==> config.mk <==
export PLATFORM = sky130hd
export DESIGN_NAME = dallanma_denetleyici
export DESIGN_NICKNAME = d
export VERILOG_FILES = /design/src/rtl/dallanma_denetleyici.sv
export SDC_FILE = /design/constraint.sdc
export NUM_CORES = 1
export LEC_CHECK = 0
export CELL_PAD_IN_SITES_DETAIL_PLACEMENT = 1
export CELL_PAD_IN_SITES_GLOBAL_PLACEMENT = 2
export CORE_ASPECT_RATIO = 1.4
export CORE_MARGIN = 3
export CORE_UTILIZATION = 27
export CTS_BUF_LIST = sky130_fd_sc_hd__clkbuf_2
export CTS_CLUSTER_SIZE = 40
export DETAILED_ROUTE_END_ITERATION = 8
export PLACE_DENSITY = 0.81
export SYNTH_ARGS = -nofsm -noshare
export SYNTH_HDL_FRONTEND = slang
export SYNTH_SLANG_ARGS = --single-unit
==> constraint.sdc <==
create_clock -name clk_g -period 3.6 [get_ports clk_g]
set_input_delay 0.72 -clock clk_g [delete_from_list [all_inputs] [get_ports clk_g]]
set_output_delay 0.72 -clock clk_g [all_outputs]
set_load 0.02 [all_outputs]
==> src/rtl/dallanma_denetleyici.sv <==
// Branch-resolution controller: compares resolved branch outcome with the fetch prediction,
// drives flush/redirect/stall, squashes wrong-path results and keeps saturating statistics.
module dallanma_denetleyici #(
  parameter int SAYAC_GENISLIK  = 16,
  parameter int BOSALTMA_CEVRIM = 2
) (
  input  logic                      clk_g,
  input  logic                      rst_g,
  input  logic                      dallanma_gecerli_g,
  input  logic                      kosulsuz_g,
  input  logic                      dallanma_sonuc_g,
  input  logic [31:0]               hedef_ps_g,
  input  logic [31:0]               buyruk_ps_g,
  input  logic                      tahmin_atla_g,
  input  logic [31:0]               tahmin_ps_g,
  input  logic                      getir_hazir_g,
  output logic                      yonlendir_gecerli_c,
  output logic [31:0]               yonlendir_ps_c,
  output logic                      bosalt_c,
  output logic                      durdur_c,
  output logic                      hizasiz_c,
  output logic                      guncelle_gecerli_c,
  output logic [31:0]               guncelle_ps_c,
  output logic                      guncelle_atla_c,
  output logic [SAYAC_GENISLIK-1:0] dallanma_sayaci_c,
  output logic [SAYAC_GENISLIK-1:0] yanlis_tahmin_sayaci_c
);

  typedef enum logic [1:0] {BOSTA, YONLENDIR, SUSTUR} durum_t;

  localparam int SW = (BOSALTMA_CEVRIM < 2) ? 1 : $clog2(BOSALTMA_CEVRIM + 1);
  localparam logic [SW-1:0] SUSTUR_YUK = SW'(BOSALTMA_CEVRIM);

  function automatic logic [SAYAC_GENISLIK-1:0] doyur_artir(
    input logic [SAYAC_GENISLIK-1:0] x,
    input logic                      en
  );
    if (en && !(&x)) return x + SAYAC_GENISLIK'(1);
    return x;
  endfunction

  durum_t                    r_durum;
  logic [SW-1:0]             r_sustur;
  logic                      r_yon_gecerli;
  logic [31:0]               r_yon_ps;
  logic                      r_bosalt;
  logic                      r_durdur;
  logic                      r_hizasiz;
  logic                      r_gunc_gecerli;
  logic [31:0]               r_gunc_ps;
  logic                      r_gunc_atla;
  logic [SAYAC_GENISLIK-1:0] r_dsay;
  logic [SAYAC_GENISLIK-1:0] r_ysay;

  durum_t                    w_durum_sonraki;
  logic [SW-1:0]             w_sustur_sonraki;
  logic                      w_kabul;
  logic                      w_gercek_atla;
  logic [31:0]               w_ardisik_ps;
  logic [31:0]               w_gercek_ps;
  logic [31:0]               w_tahmin_sonraki;
  logic                      w_yanlis;
  logic                      w_hizasiz;
  logic                      w_yonlendir;
  logic                      w_el_sikisma;

  logic                      w_yon_gecerli_s;
  logic [31:0]               w_yon_ps_s;
  logic                      w_bosalt_s;
  logic                      w_durdur_s;
  logic                      w_hizasiz_s;
  logic                      w_gunc_gecerli_s;
  logic [31:0]               w_gunc_ps_s;
  logic                      w_gunc_atla_s;
  logic [SAYAC_GENISLIK-1:0] w_dsay_s;
  logic [SAYAC_GENISLIK-1:0] w_ysay_s;

  assign w_kabul          = dallanma_gecerli_g && (r_durum == BOSTA);
  assign w_gercek_atla    = kosulsuz_g | dallanma_sonuc_g;
  assign w_ardisik_ps     = buyruk_ps_g + 32'd4;
  assign w_gercek_ps      = w_gercek_atla ? hedef_ps_g : w_ardisik_ps;
  assign w_tahmin_sonraki = tahmin_atla_g ? tahmin_ps_g : w_ardisik_ps;
  assign w_yanlis         = (w_gercek_ps != w_tahmin_sonraki);
  // A taken branch to a misaligned target traps instead of redirecting.
  assign w_hizasiz        = w_gercek_atla && (hedef_ps_g[1:0] != 2'b00);
  assign w_yonlendir      = w_kabul && !w_hizasiz && w_yanlis;
  assign w_el_sikisma     = (r_durum == YONLENDIR) && r_yon_gecerli && getir_hazir_g;

  always_ff @(posedge clk_g or posedge rst_g) begin
    if (rst_g) begin
      r_durum  <= BOSTA;
      r_sustur <= '0;
    end else begin
      r_durum  <= w_durum_sonraki;
      r_sustur <= w_sustur_sonraki;
    end
  end

  always_comb begin
    w_durum_sonraki  = r_durum;
    w_sustur_sonraki = r_sustur;
    case (r_durum)
      BOSTA: begin
        if (w_yonlendir) w_durum_sonraki = YONLENDIR;
      end
      YONLENDIR: begin
        if (w_el_sikisma) begin
          if (BOSALTMA_CEVRIM == 0) begin
            w_durum_sonraki = BOSTA;
          end else begin
            w_durum_sonraki  = SUSTUR;
            w_sustur_sonraki = SUSTUR_YUK;
          end
        end
      end
      SUSTUR: begin
        w_sustur_sonraki = r_sustur - SW'(1);
        if (r_sustur <= SW'(1)) w_durum_sonraki = BOSTA;
      end
      default: w_durum_sonraki = BOSTA;
    endcase
  end

  // Redirect stays asserted (and execute stalled) until fetch takes it.
  always_comb begin
    w_yon_gecerli_s  = w_yonlendir || ((r_durum == YONLENDIR) && !w_el_sikisma);
    w_yon_ps_s       = w_yonlendir ? w_gercek_ps : r_yon_ps;
    w_bosalt_s       = w_yonlendir;
    w_durdur_s       = w_yon_gecerli_s;
    w_hizasiz_s      = w_kabul && w_hizasiz;
    w_gunc_gecerli_s = w_kabul;
    w_gunc_ps_s      = w_kabul ? buyruk_ps_g : r_gunc_ps;
    w_gunc_atla_s    = w_kabul ? w_gercek_atla : r_gunc_atla;
    w_dsay_s         = doyur_artir(r_dsay, w_kabul);
    w_ysay_s         = doyur_artir(r_ysay, w_yonlendir);
  end

  always_ff @(posedge clk_g or posedge rst_g) begin
    if (rst_g) begin
      r_yon_gecerli  <= 1'b0;
      r_yon_ps       <= '0;
      r_bosalt       <= 1'b0;
      r_durdur       <= 1'b0;
      r_hizasiz      <= 1'b0;
      r_gunc_gecerli <= 1'b0;
      r_gunc_ps      <= '0;
      r_gunc_atla    <= 1'b0;
      r_dsay         <= '0;
      r_ysay         <= '0;
    end else begin
      r_yon_gecerli  <= w_yon_gecerli_s;
      r_yon_ps       <= w_yon_ps_s;
      r_bosalt       <= w_bosalt_s;
      r_durdur       <= w_durdur_s;
      r_hizasiz      <= w_hizasiz_s;
      r_gunc_gecerli <= w_gunc_gecerli_s;
      r_gunc_ps      <= w_gunc_ps_s;
      r_gunc_atla    <= w_gunc_atla_s;
      r_dsay         <= w_dsay_s;
      r_ysay         <= w_ysay_s;
    end
  end

  assign yonlendir_gecerli_c    = r_yon_gecerli;
  assign yonlendir_ps_c         = r_yon_ps;
  assign bosalt_c               = r_bosalt;
  assign durdur_c               = r_durdur;
  assign hizasiz_c              = r_hizasiz;
  assign guncelle_gecerli_c     = r_gunc_gecerli;
  assign guncelle_ps_c          = r_gunc_ps;
  assign guncelle_atla_c        = r_gunc_atla;
  assign dallanma_sayaci_c      = r_dsay;
  assign yanlis_tahmin_sayaci_c = r_ysay;

endmodule

* After elaboration in Yosys (flattened, before gate mapping)
Cells that the tools add are included. W data, S select, Z words.
Storage, ports and cells: output and inout port bits 102, logic and storage cells 56, bits in registers 105, bits of input ports 103
Operators by class: bitwise logic cells 1, muxes and demuxes 11, equality and inequality tests 6, reduce and logical (&&, ||, !) cells 22, order comparisons 1, add/sub/neg operators 4
Operator list (number):
- $mux W32 | 2
- $add A16 B1 Y16 const B | 2
- $add A32 B3 Y32 const B | 1
- $mux W16 | 2
- $ne A32 B32 Y1 | 1
- $reduce_and A16 Y1 | 2
- $logic_and A1 B1 Y1 | 10
- $mux W2 | 3
- $ne A2 B2 Y1 const B | 3
- $pmux W2 S3 | 1
- $logic_not A1 Y1 | 4
- $pmux W2 S2 | 1
- $reduce_bool A2 Y1 | 2
- $reduce_and A3 Y1 | 1
- $eq A2 B1 Y1 const B | 1
- $eq A2 B2 Y1 const B | 1
- $le A2 B1 Y1 const B | 1
- $logic_not A2 Y1 | 1
- $mux W1 | 2
- $reduce_and A2 Y1 | 1
- $sub A2 B1 Y2 const B | 1
- $logic_or A1 B1 Y1 | 1
- $or A1 B1 Y1 | 1

* Depth between registers and ports, before layout
word-level depth 7, mapped depth 14, gate-level depth less buffers 12

* Least setup slack after synthesis
OpenSTA, ideal clock, no wires.
path kind input to register, from in buyruk_ps_g[11], to reg r_yon_ps[10] (netlist: yonlendir_ps_c[10]), setup slack -0.289 ns, arrival time 3.764 ns, stages on the path 12, library setup time 0.125 ns, buffers on the path 2, cells stage by stage buf_2 nand3_1 nor4_2 xnor2_1 mux2i_1 a2111o_1 a211o_1 or4_1 o211ai_1 o211ai_4 buf_6 mux2_4
On the way: longest elaborated chain between the ends 4, elaborated cells on any way between the ends 5, classes of those cells 1 x add/sub; 1 x eq/ne; 2 x mux; 1 x reduce/logical
Ends and longest elaborated chain:
- start: declaration | RTL line 13 | input logic [31:0] buyruk_ps_g,
- $add A32 B3 Y32 (*) | RTL line 80 | assign w_ardisik_ps = buyruk_ps_g + 32'd4;
- $mux W32, on equally long branches | RTL line 81, 82
- $ne A32 B32 Y1 (*) | RTL line 83 | assign w_yanlis = (w_gercek_ps != w_tahmin_sonraki);
- $logic_and A1 B1 Y1 (*) | RTL line 86 | assign w_yonlendir = w_kabul && !w_hizasiz && w_yanlis;
- end signal: assignment | RTL line 152 | r_yon_ps <= w_yon_ps_s;
- end: declaration | RTL line 45 | logic [31:0] r_yon_ps;
Every way passes the cells marked *; elsewhere a longest branch is shown, timed or not. A chain may end at the register's enable or synchronous reset.

* Worst setup path after layout
from in buyruk_ps_g[10], to reg r_ysay[15] (netlist: yanlis_tahmin_sayaci_c[15])
On the way: longest elaborated chain between the ends 6, elaborated cells on any way between the ends 7, classes of those cells 1 x add/sub; 1 x eq/ne; 3 x mux; 2 x reduce/logical
Ends and longest elaborated chain:
- $add A32 B3 Y32 (*) | RTL line 80
- $mux W32, on equally long branches | RTL line 81, 82
- $ne A32 B32 Y1 (*) | RTL line 83
- $logic_and A1 B1 Y1 (*) | RTL line 86
- $logic_and A1 B1 Y1 (*) | RTL line 38 | if (en && !(&x)) return x + SAYAC_GENISLIK'(1);
- $mux W1 (*) | RTL line 38
- end signal: assignment | RTL line 160 | r_ysay <= w_ysay_s;
- end: declaration | RTL line 53 | logic [SAYAC_GENISLIK-1:0] r_ysay;
Marked as above.

==> impl_metrics.csv <==
group,metric,value,unit
clock_tree,clock-sinks,105,
timing,finalSetupViolCount,0,
yosys,synth.distinct_cells,72,
drt,vias_per_cell,4.91,
critical_path,r2r_cells,8,
floorplan,core-area,0.0256,mm2
drt,drtPass1Iterations,4,
pwr,power.leakage,4.67,nW
timing,slew_headroom,44.6,%
critical_path,required,4.24,ns
yosys,syn_nets,853,
critical_path,r2r_end,"dallanma_sayaci_c[11]",
critical_path,worstSetupPathType,"primary input to flip-flop",
floorplan,design.die.area,0.0282,mm2
place,port_buffers,204,
global_routing,antenna_found_initial,4,
drt,ant_nets,0,
critical_path,r2r_slack,1.20,ns
timing,max_freq,280,MHz
clock_tree,cts.clk_slew.worst_paths,0.33,ns
drt,wl,27.6,mm
drt,drc,0,
min_path,min_path_type,"primary input to asynchronous set/reset pin",
timing,fin_skew,0.0364,ns
critical_path,end_kind,"flip-flop",
floorplan,die_w,143,um
timing,fin_ws,0.0320,ns
status,outcome,"completed",
clock_tree,clk_path_buf_depth,2,
global_routing,grt_pass1_vias,7566,
floorplan,die_y,197,um
yosys,netlist_instances,746,
flow_run,drv_cap,0,
clock_tree,htreeDepth,3,
place,dpl_cell_area,0.0107,mm2
yosys,yosysSeqAreaShare,37.2,%
final_layout,fin_nets,1201,
clock_tree,numCtsBuffers,9,
place,routabilityCongestion,0.925,
pwr,power_density,534,mW/mm2
yosys,ys.flop_type,"dfrtp_1",
floorplan,initial_utilization,27.7,%
clock_tree,cts_root_buffer,"clkbuf_2",
final_layout,areaGrowthSynthToFinish,56.0,%
yosys,synth-async-reset-ratio,100,%
timing,period_share,99.1,%
yosys,synth_area_per_cell,9.47,um2
critical_path,startpoint_type,"primary input",
pwr,ir_drop,0.272,mV
yosys,synth-edff-count,0,
timing,min_period,3.57,ns
drt,drtIter0Drc,247,
timing,tightest_slew,0.824,ns
drt,post_drt_wl_per_cell,19.4,um
final_layout,final_area,0.0110,mm2
floorplan,boundaryPins,205,
clock_tree,hold_buffers,0,
critical_path,critical_path_arrival,4.21,ns
critical_path,r2r-start,"dallanma_sayaci_c[8]",
pwr,finalPower,5.88,mW
global_routing,grt_overflow_total,0,
place,dp_hpwl,22.7,mm
timing,rsz0062_at_grt,"false",
critical_path,crit_path_max_fanout,6,
yosys,synth_area,0.00707,mm2
global_routing,grt_max_degree,37,
final_layout,layout-drive-gt1-share,26.6,%
yosys,synth_seq_cells,105,
drt,num_vias,6987,
global_routing,grt_pass1_wl,42.8,mm
yosys,yosysWarnings,0,
clock_tree,clk_latency,0.71,ns
floorplan,rows,69,
global_routing,grtUsageTotal,19.6,%
clock_tree,cts_tree,"built",
timing,hold_viol_final,0,
timing,slew_violations,0,
place,place_ws,-1.08,ns
final_layout,nFillCells,2960,
[state kept, by name (all words and copies together) (netlist names)]
| signal | cells |
|---|---|
| guncelle_atla_c | 1 |
| r_sustur | 2 |
| guncelle_gecerli_c | 1 |
| yonlendir_ps_c | 32 |
| hizasiz_c | 1 |
| durdur_c | 1 |
| bosalt_c | 1 |
| yanlis_tahmin_sayaci_c | 16 |
| r_durum | 2 |
| guncelle_ps_c | 32 |
| dallanma_sayaci_c | 16 |
[report_power, final]
part	internal [mW]	switching, mW
sequential	1.64	0.330
combinational	1.69	1.50
clock	0.245	0.474
total	3.58	2.30
[cell usage after synthesis, types with 3 or more instances]
library cell  instances  share of area [%]
and3_1               15                1.3
nor3b_1               4               0.42
o21ai_0              41                2.9
o22ai_1               4               0.35
nand4_1              15                1.3
a22oi_1               4               0.42
buf_2                10               0.71
nor4_2                3               0.53
or3_1                 4               0.35
a31oi_1               9               0.80
o2111ai_1             3               0.37
and2_1                5               0.44
nor3_1               13               0.92
nand2b_1              7               0.62
ha_1                  4               0.71
nand3_1              31                2.2
mux2_4               23                4.9
o211ai_1              3               0.32
and4_1                3               0.37
o31ai_1               4               0.42
or2_2                 4               0.35
mux2_2               38                6.1
a211o_1               4               0.50
or4_1                 5               0.53
inv_1                16               0.85
buf_6                 3               0.48
clkbuf_1             23                1.2
nor2_1               52                2.8
a21oi_1              25                1.8
a311oi_1              3               0.37
xnor2_1              64                7.9
xor2_1               52                6.4
nor4_1                7               0.62
dfrtp_1             105                 37
nand2_1              77                4.1
mux2i_1              17                2.4
[cell type report]
cell class	instances	area, um2	area share, %
clock buffers	9	45.0	0.409
multi-input cells	584	4360	39.5
diodes	4	10.0	0.0908
inverters	17	66.3	0.602
clock inverters	7	111	1.01
well taps	319	399	3.62
repair buffers	377	3410	30.9
flip-flops and latches	105	2630	23.8
[layer usage]
layer  up-vias  track usage [%]  wire length, um
met4         0             7.15              835
li1       3353                -                -
met2       145             35.6            14600
met1      3456             22.9            11300
met3        33             3.20              906
met5         -                0                0
[cell usage in the layout (no fill, tap or decap), drive strengths merged, types with 32 or more instances in the layout]
cell type,synthesis,routed
xor2,52,52
mux2,61,61
nand2,77,77
dfrtp,105,105
buf,16,173
nand3,32,32
o21ai,41,41
nor2,53,53
clkdlybuf4s50,0,191
xnor2,64,64
[cell families (layout without fill, tap and decap cells)]
| family | count (synthesis) | count (layout) | synth area share, % |
|---|---|---|---|
| and+or+nand+nor | 256 | 256 | 18.2 |
| AOI/OAI and AO/OA | 129 | 129 | 12.3 |
| xor gates and xnor gates | 117 | 117 | 14.7 |
| DFF | 105 | 105 | 37.2 |
| muxes | 78 | 78 | 13.3 |
| buffers and inverters | 57 | 410 | 3.59 |
| adders and majority gates | 4 | 4 | 0.708 |
| other | 0 | 4 | 0 |
[repair_timing]
action | 4_1_cts | 5_1_grt
endpoints found under the setup margin | 50 | 43
setup buffers | 2 | 3
pin swaps | 7 | 15
resized for setup | 18 | 30
[through the flow]
stage / std cells / util, % / hold WS [ns] / setup TNS [ns]
finish: 1422 / 43.1 / 0.309 / 0
global route: 1422 / 43.1 / 0.249 / 0
CTS: 1415 / 42.6 / 0.260 / 0
detailed placement: 1397 / 41.7 / 0.495 / -50.31
global placement: 1397 / 41.7 / 0.476 / -42.17
floorplan: 746 / - / 0.510 / -1.74
[how the worst max path moves through the flow]
| stage | slack [ns] | cells after the start | end | start |
|---|---|---|---|---|
| 2_1_floorplan | -0.07 | 13 | yonlendir_ps_c[10] | buyruk_ps_g[5] |
| 3_3_place_gp | -0.91 | 14 | yonlendir_ps_c[11] | buyruk_ps_g[3] |
| 3_5_place_dp | -1.08 | 14 | yonlendir_ps_c[8] | buyruk_ps_g[3] |
| 4_1_cts | 0.04 | 13 | yanlis_tahmin_sayaci_c[12] | buyruk_ps_g[13] |
| 5_1_grt | 0.004 | 13 | yanlis_tahmin_sayaci_c[15] | buyruk_ps_g[10] |
| 6_report | 0.03 | 13 | yanlis_tahmin_sayaci_c[15] | buyruk_ps_g[10] |
[worst max-delay path: stages]
cell	delay, ns
clkdlybuf4s50_1	0.53
nand3_4	0.09
or4_4	0.58
or3_4	0.39
and2_1	0.19
xnor2_1	0.12
o31ai_1	0.26
o2111ai_2	0.18
nor4_4	0.35
o211ai_4	0.19
buf_12	0.18
nand4_1	0.09
mux2_2	0.33
No activity file was read; power rests on OpenSTA's default activity.
